===== src/rtl/reaction_delay_timer.sv =====
`default_nettype none
`timescale 1ns/1ps
// ============================================================================
//  Module      : reaction_delay_timer
//  Description : Random start delay plus player reaction-time measurement.
//                On a rising start_delay the block loads
//                MIN_DELAY + (lfsr_value << SCALE) and counts it down on ms
//                ticks. When the count expires it raises timeout, which the
//                sequencer samples. It then counts reaction time as four BCD
//                digits until stop is pressed or the count saturates at 9999.
//                A stop seen during the delay is latched as too_early.
//  Revision    : 1.0 - initial release
// ============================================================================
module reaction_delay_timer #(
    parameter int LFSR_W    = 7,
    parameter int MIN_DELAY = 500,
    parameter int SCALE     = 4,
    parameter int DELAY_W   = 12
) (
    input  logic              clk,
    input  logic              reset,
    input  logic              tick,
    input  logic              start_delay,
    input  logic [LFSR_W-1:0] lfsr_value,
    input  logic              stop,
    output logic              timeout,
    output logic              busy,
    output logic [15:0]       bcd,
    output logic              result_valid,
    output logic              too_early
);

    // ------------------------------------------------------------------------
    // Constants
    // ------------------------------------------------------------------------
    localparam logic [1:0] S_IDLE    = 2'd0;
    localparam logic [1:0] S_DELAY   = 2'd1;
    localparam logic [1:0] S_MEASURE = 2'd2;
    localparam logic [1:0] S_DONE    = 2'd3;

    localparam logic [DELAY_W-1:0] C_MIN_DELAY = DELAY_W'(MIN_DELAY);
    localparam logic [DELAY_W-1:0] C_CNT_ONE   = DELAY_W'(1);
    localparam logic [15:0]        C_BCD_MAX   = 16'h9999;

    // ------------------------------------------------------------------------
    // Registers and combinational next-state values
    // ------------------------------------------------------------------------
    logic [1:0]         r_state;
    logic [1:0]         w_state_nxt;
    logic               r_start_d;
    logic               w_start_rise;

    logic [DELAY_W-1:0] r_delay_cnt;
    logic [DELAY_W-1:0] w_delay_cnt_nxt;
    logic [DELAY_W-1:0] w_delay_load;
    logic [DELAY_W-1:0] w_lfsr_ext;
    logic               w_delay_last;

    logic               r_timeout;
    logic               w_timeout_nxt;
    logic               r_busy;
    logic               w_busy_nxt;
    logic [15:0]        r_bcd;
    logic [15:0]        w_bcd_nxt;
    logic [15:0]        w_bcd_inc;
    logic               r_result_valid;
    logic               w_result_valid_nxt;
    logic               r_too_early;
    logic               w_too_early_nxt;

    // ------------------------------------------------------------------------
    // Cascaded decimal increment: a digit at 9 wraps to 0 and carries on.
    // Saturation at 9999 is handled by the caller, never reached here.
    // ------------------------------------------------------------------------
    function automatic logic [15:0] f_bcd_inc(input logic [15:0] v);
        logic [15:0] res;
        logic        carry;
        res   = v;
        carry = 1'b1;
        for (int d = 0; d < 4; d++) begin
            if (carry) begin
                if (v[d*4 +: 4] == 4'd9) begin
                    res[d*4 +: 4] = 4'd0;
                    carry         = 1'b1;
                end else begin
                    res[d*4 +: 4] = v[d*4 +: 4] + 4'd1;
                    carry         = 1'b0;
                end
            end
        end
        return res;
    endfunction

    // ------------------------------------------------------------------------
    // Start edge detection. The delayed copy resets to 1 so that a start
    // level already high when reset is released is not taken as a new start.
    // ------------------------------------------------------------------------
    assign w_start_rise = start_delay & ~r_start_d;

    // Delay load value, zero-extending lfsr_value before the shift so no
    // high bits are lost.
    assign w_lfsr_ext   = {{(DELAY_W-LFSR_W){1'b0}}, lfsr_value};
    assign w_delay_load = C_MIN_DELAY + (w_lfsr_ext << SCALE);

    // Last tick of the delay: this tick brings the count from 1 to 0.
    assign w_delay_last = tick && (r_delay_cnt == C_CNT_ONE);

    assign w_bcd_inc    = f_bcd_inc(r_bcd);

    // Register the start_delay level for edge detection.
    always_ff @(posedge clk) begin
        if (reset) begin
            r_start_d <= 1'b1;
        end else begin
            r_start_d <= start_delay;
        end
    end

    // ------------------------------------------------------------------------
    // FSM process 1: state register.
    // ------------------------------------------------------------------------
    always_ff @(posedge clk) begin
        if (reset) begin
            r_state <= S_IDLE;
        end else begin
            r_state <= w_state_nxt;
        end
    end

    // ------------------------------------------------------------------------
    // FSM process 2: next-state logic. A start edge restarts from any state.
    // ------------------------------------------------------------------------
    always_comb begin
        w_state_nxt = r_state;
        if (w_start_rise) begin
            w_state_nxt = S_DELAY;
        end else begin
            case (r_state)
                S_IDLE: begin
                    w_state_nxt = S_IDLE;
                end
                S_DELAY: begin
                    // A stop in the expiry cycle itself also counts as early.
                    if (w_delay_last) begin
                        if (r_too_early || stop) begin
                            w_state_nxt = S_DONE;
                        end else begin
                            w_state_nxt = S_MEASURE;
                        end
                    end
                end
                S_MEASURE: begin
                    if (stop) begin
                        w_state_nxt = S_DONE;
                    end else if (tick && (r_bcd == C_BCD_MAX)) begin
                        w_state_nxt = S_DONE;
                    end
                end
                S_DONE: begin
                    w_state_nxt = S_DONE;
                end
                default: begin
                    w_state_nxt = S_IDLE;
                end
            endcase
        end
    end

    // ------------------------------------------------------------------------
    // FSM process 3: output/datapath next values. All outputs are registered
    // below, so this block only decides what they become on the next edge.
    // ------------------------------------------------------------------------
    always_comb begin
        w_delay_cnt_nxt    = r_delay_cnt;
        w_bcd_nxt          = r_bcd;
        w_timeout_nxt      = r_timeout;
        w_result_valid_nxt = r_result_valid;
        w_too_early_nxt    = r_too_early;

        if (w_start_rise) begin
            // lfsr_value is only sampled here; a tick in this cycle is ignored.
            w_delay_cnt_nxt    = w_delay_load;
            w_bcd_nxt          = 16'h0000;
            w_timeout_nxt      = 1'b0;
            w_result_valid_nxt = 1'b0;
            w_too_early_nxt    = 1'b0;
        end else begin
            case (r_state)
                S_DELAY: begin
                    if (stop) begin
                        w_too_early_nxt = 1'b1;
                    end
                    if (tick) begin
                        w_delay_cnt_nxt = r_delay_cnt - C_CNT_ONE;
                    end
                    if (w_delay_last) begin
                        // timeout is a level: the sequencer only looks on ticks.
                        w_timeout_nxt = 1'b1;
                        if (r_too_early || stop) begin
                            w_result_valid_nxt = 1'b1;
                            w_bcd_nxt          = 16'h0000;
                        end
                    end
                end
                S_MEASURE: begin
                    // stop beats a coincident tick, which is then not counted.
                    if (stop) begin
                        w_result_valid_nxt = 1'b1;
                    end else if (tick) begin
                        if (r_bcd == C_BCD_MAX) begin
                            w_result_valid_nxt = 1'b1;
                        end else begin
                            w_bcd_nxt = w_bcd_inc;
                        end
                    end
                end
                default: begin
                    // IDLE and DONE hold everything.
                end
            endcase
        end

        w_busy_nxt = (w_state_nxt == S_DELAY) || (w_state_nxt == S_MEASURE);
    end

    // Register the datapath and all outputs.
    always_ff @(posedge clk) begin
        if (reset) begin
            r_delay_cnt    <= '0;
            r_bcd          <= 16'h0000;
            r_timeout      <= 1'b0;
            r_busy         <= 1'b0;
            r_result_valid <= 1'b0;
            r_too_early    <= 1'b0;
        end else begin
            r_delay_cnt    <= w_delay_cnt_nxt;
            r_bcd          <= w_bcd_nxt;
            r_timeout      <= w_timeout_nxt;
            r_busy         <= w_busy_nxt;
            r_result_valid <= w_result_valid_nxt;
            r_too_early    <= w_too_early_nxt;
        end
    end

    assign timeout      = r_timeout;
    assign busy         = r_busy;
    assign bcd          = r_bcd;
    assign result_valid = r_result_valid;
    assign too_early    = r_too_early;

endmodule
`default_nettype wire

===== config.mk =====
export PLATFORM = sky130hd
export DESIGN_NAME = reaction_delay_timer
export DESIGN_NICKNAME = d
export VERILOG_FILES = /design/src/rtl/reaction_delay_timer.sv
export SDC_FILE = /design/constraint.sdc
export NUM_CORES = 1
export LEC_CHECK = 0
export ABC_AREA = 1
export ABC_CLOCK_PERIOD_IN_PS = 4400
export BUFFER_PORTS_ARGS = -buffer_cell sky130_fd_sc_hd__buf_4
export CELL_PAD_IN_SITES_DETAIL_PLACEMENT = 1
export CELL_PAD_IN_SITES_GLOBAL_PLACEMENT = 2
export CORE_ASPECT_RATIO = 0.8
export CORE_MARGIN = 2
export CORE_UTILIZATION = 34
export DETAILED_ROUTE_END_ITERATION = 16
export PLACE_DENSITY = 0.95
export SETUP_SLACK_MARGIN = 0.4
export SYNTH_ARGS = -nofsm -noshare
export SYNTH_HDL_FRONTEND = slang
export SYNTH_SLANG_ARGS = --single-unit

===== constraint.sdc =====
create_clock -name clk -period 4.4 [get_ports clk]
set_clock_uncertainty 0.15 [all_clocks]
set_input_delay 0.66 -clock clk [delete_from_list [all_inputs] [get_ports clk]]
set_output_delay 0.66 -clock clk [all_outputs]
set_load 0.05 [all_outputs]

==> impl_metrics.json <==
{
  "path_max_fanout": 13,
  "vias_per_cell": 5.12,
  "antenna_cells": 0,
  "startpoint_type": "input pin",
  "grt_antenna_before_repair": 0,
  "crit_type": "in -> reg",
  "cts_buffers": 5,
  "finalHoldViolations": 0,
  "cts_resized": 0,
  "final_antenna_net_count": 0,
  "cts_tree": "yes",
  "grt_pass1_wl_um": 11500,
  "slew_violations": 0,
  "status": "finished clean",
  "num_rows": 26,
  "nFillCells": 864,
  "hold_depth": 2,
  "critPathMostFrequentCell": "inv_1",
  "cts.clk_slew.worst_paths_ns": 0.07,
  "post_cts_buffers": 0,
  "die_area_mm2": 0.00744,
  "drive_gt1_frac": 0.173,
  "clockBufferDepth": 2,
  "tns_ns": 0,
  "critPathTopFamily": "simple AND/OR/NAND/NOR gates",
  "max_stage_delay_ns": 0.59,
  "worst_pin_slew_ns": 0.778,
  "die_h_um": 77.6,
  "dp_hpwl_um": 5380,
  "hold_class": "reg -> reg",
  "avgSynthCellArea_um2": 6.72,
  "drcViolationCount": 0,
  "max-vdd-ir-drop_mv": 0.162,
  "syn_area_mm2": 0.00230,
  "drt-wirelength-per-cell_um": 15.0,
  "placed_area_mm2": 0.00260,
  "synth.distinct_cells": 35,
  "seq_area_frac_synth": 0.305,
  "leakage_nw": 1.12,
  "fin_ws_ns": 1.98,
  "synthCells": 342,
  "crit_required_ns": 4.43,
  "die_w_um": 96.0,
  "reg2reg_depth": 6,
  "grt_max_degree": 18,
  "slew_headroom": 0.479,
  "setup_viol": 0,
  "start_util": 0.355,
  "path_buf_inv": 4,
  "syn_to_final_growth_pct": 16.6,
  "syn-num-nets": 365,
  "stdcell_area_mm2": 0.00268,
  "finalCriticalPeriod_ns": 2.42,
  "grt_overflow": 0,
  "fin_crit_sh": 0.549,
  "hold_slack_ns": 0.307,
  "cts.sinks": 35,
  "place_congestion": 0.842,
  "pre_cts_slack_ns": 1.67,
  "cts-htree-levels": 2,
  "multiInputGateArea_mm2": 0.00138,
  "maxCapViolations": 0,
  "cp.depth": 8,
  "rsz0062_at_grt": "false",
  "power_density_mw_per_mm2": 277,
  "fp.coreArea_mm2": 0.00647,
  "cp_slowest_cell": "nor2_1",
  "path_cells": "buf_4 > inv_1 > nor2_1 > inv_1 > nand2_2 > inv_2 > a31oi_1 > a21oi_1",
  "fmax_ghz": 0.414,
  "clk_latency_ns": 0.29,
  "root_buffer": "clkbuf_8",
  "regArea_um2": 701,
  "cts_hold_buf": 0,
  "endpoint_kind": "flop",
  "io_buffer_count": 31,
  "crit_arrival_ns": 2.45,
  "yosysWarnings": 0,
  "io-pin-count": 32,
  "track_usage": 0.198,
  "drt_iter0_markers": 83,
  "totalWireLength_um": 6910,
  "dr.pass1.iters": 4,
  "ys_ff_latch": 35,
  "grt_pass1_vias": 2331,
  "vias": 2353,
  "fin_nets": 398
}
-- routing by layer --
layer  track usage  wire (um)
met5             0          0
met1         0.296       3600
met2         0.295       3040
met3        0.0330        235
met4        0.0457         34
-- flip-flops by register name (all words and copies together) (netlist names) --
name and count:
bcd 16, busy 1, r_delay_cnt 12, r_start_d 1, r_state 2, result_valid 1, timeout 1, too_early 1
-- path summary, 6_finish.rpt --
path / startpoint / to / slack, ns
setup / recovery: start_delay / r_delay_cnt[11]$_SDFFE_PP0P_ / 1.98
hold / removal: result_valid$_SDFFE_PP0P_ / result_valid$_SDFFE_PP0P_ / 0.31
setup reg to reg: r_start_d$_SDFF_PP1_ / r_delay_cnt[11]$_SDFFE_PP0P_ / 2.15
hold reg to reg: result_valid$_SDFFE_PP0P_ / result_valid$_SDFFE_PP0P_ / 0.31
-- cell type report --
type,count,area share
Multi-Input combinational cell,252,0.513
Sequential cell,35,0.261
Inverter,50,0.0700
Clock inverter,1,0.00187
Tap cell,84,0.0392
Timing Repair Buffer,31,0.0868
Clock buffer,7,0.0285
-- kinds of logic (layout without fill, tap and decap cells) --
kind of cell	Yosys count	after routing	share of synthesized area
AO/OA/AOI/OAI	64	64	0.155
XOR/XNOR	8	8	0.0305
adder cells (fa/ha/maj)	11	11	0.0598
buffers and inverters	55	89	0.0974
flip-flops	35	35	0.305
AND/OR/NAND/NOR	169	169	0.353
-- cell usage in the layout (no fill, tap or decap), types with 3 or more instances in the layout --
master	instances
nand2_1	65
dfxtp_1	35
clkbuf_8	5
inv_1	42
nor2_1	38
buf_4	31
ha_1	11
o21ai_0	17
nor2_2	5
a21oi_1	31
nand2_2	3
a31oi_1	5
o21ai_1	4
nand4_1	9
inv_2	7
xnor2_1	8
nand3_1	28
nor2_4	6
nor3_1	6
-- cells in the mapped netlist, drive strengths merged --
cell type   n  share of area
o211ai      2         0.0065
a31oi       5          0.014
a21o        1         0.0033
ha         11          0.060
dfxtp      35           0.30
nand3b      1         0.0033
nor3        6          0.013
clkbuf      1         0.0016
nand2      69           0.12
or2         3         0.0082
inv        49          0.080
nor4        1         0.0027
nor2       49           0.11
a211oi      1         0.0033
nand3      31          0.077
buf         4          0.014
xnor2       8          0.030
o221ai      1         0.0038
a21oi      32          0.075
o21ai      22          0.050
clkinv      1         0.0016
nand4       9          0.024
-- stage by stage --
stage,power [mW],utilization,instances
after floorplan,0.466,-,342
after global placement,0.512,0.402,452
final,0.744,0.414,460
after global routing,0.788,0.414,460
after CTS,0.752,0.414,460
after detailed placement,0.517,0.402,452
-- power by group --
part	leakage (nW)	switching, mW	internal (mW)
registers	0.284	0.0156	0.330
clock network	0.0422	0.122	0.111
logic	0.791	0.111	0.0543
-- tightest hold or removal path: stages, from the launching register on --
cell and delay [ns]:
dfxtp_1 0.31, inv_1 0.05, a21oi_1 0.05
No activity file was read; power rests on OpenSTA's default activity.
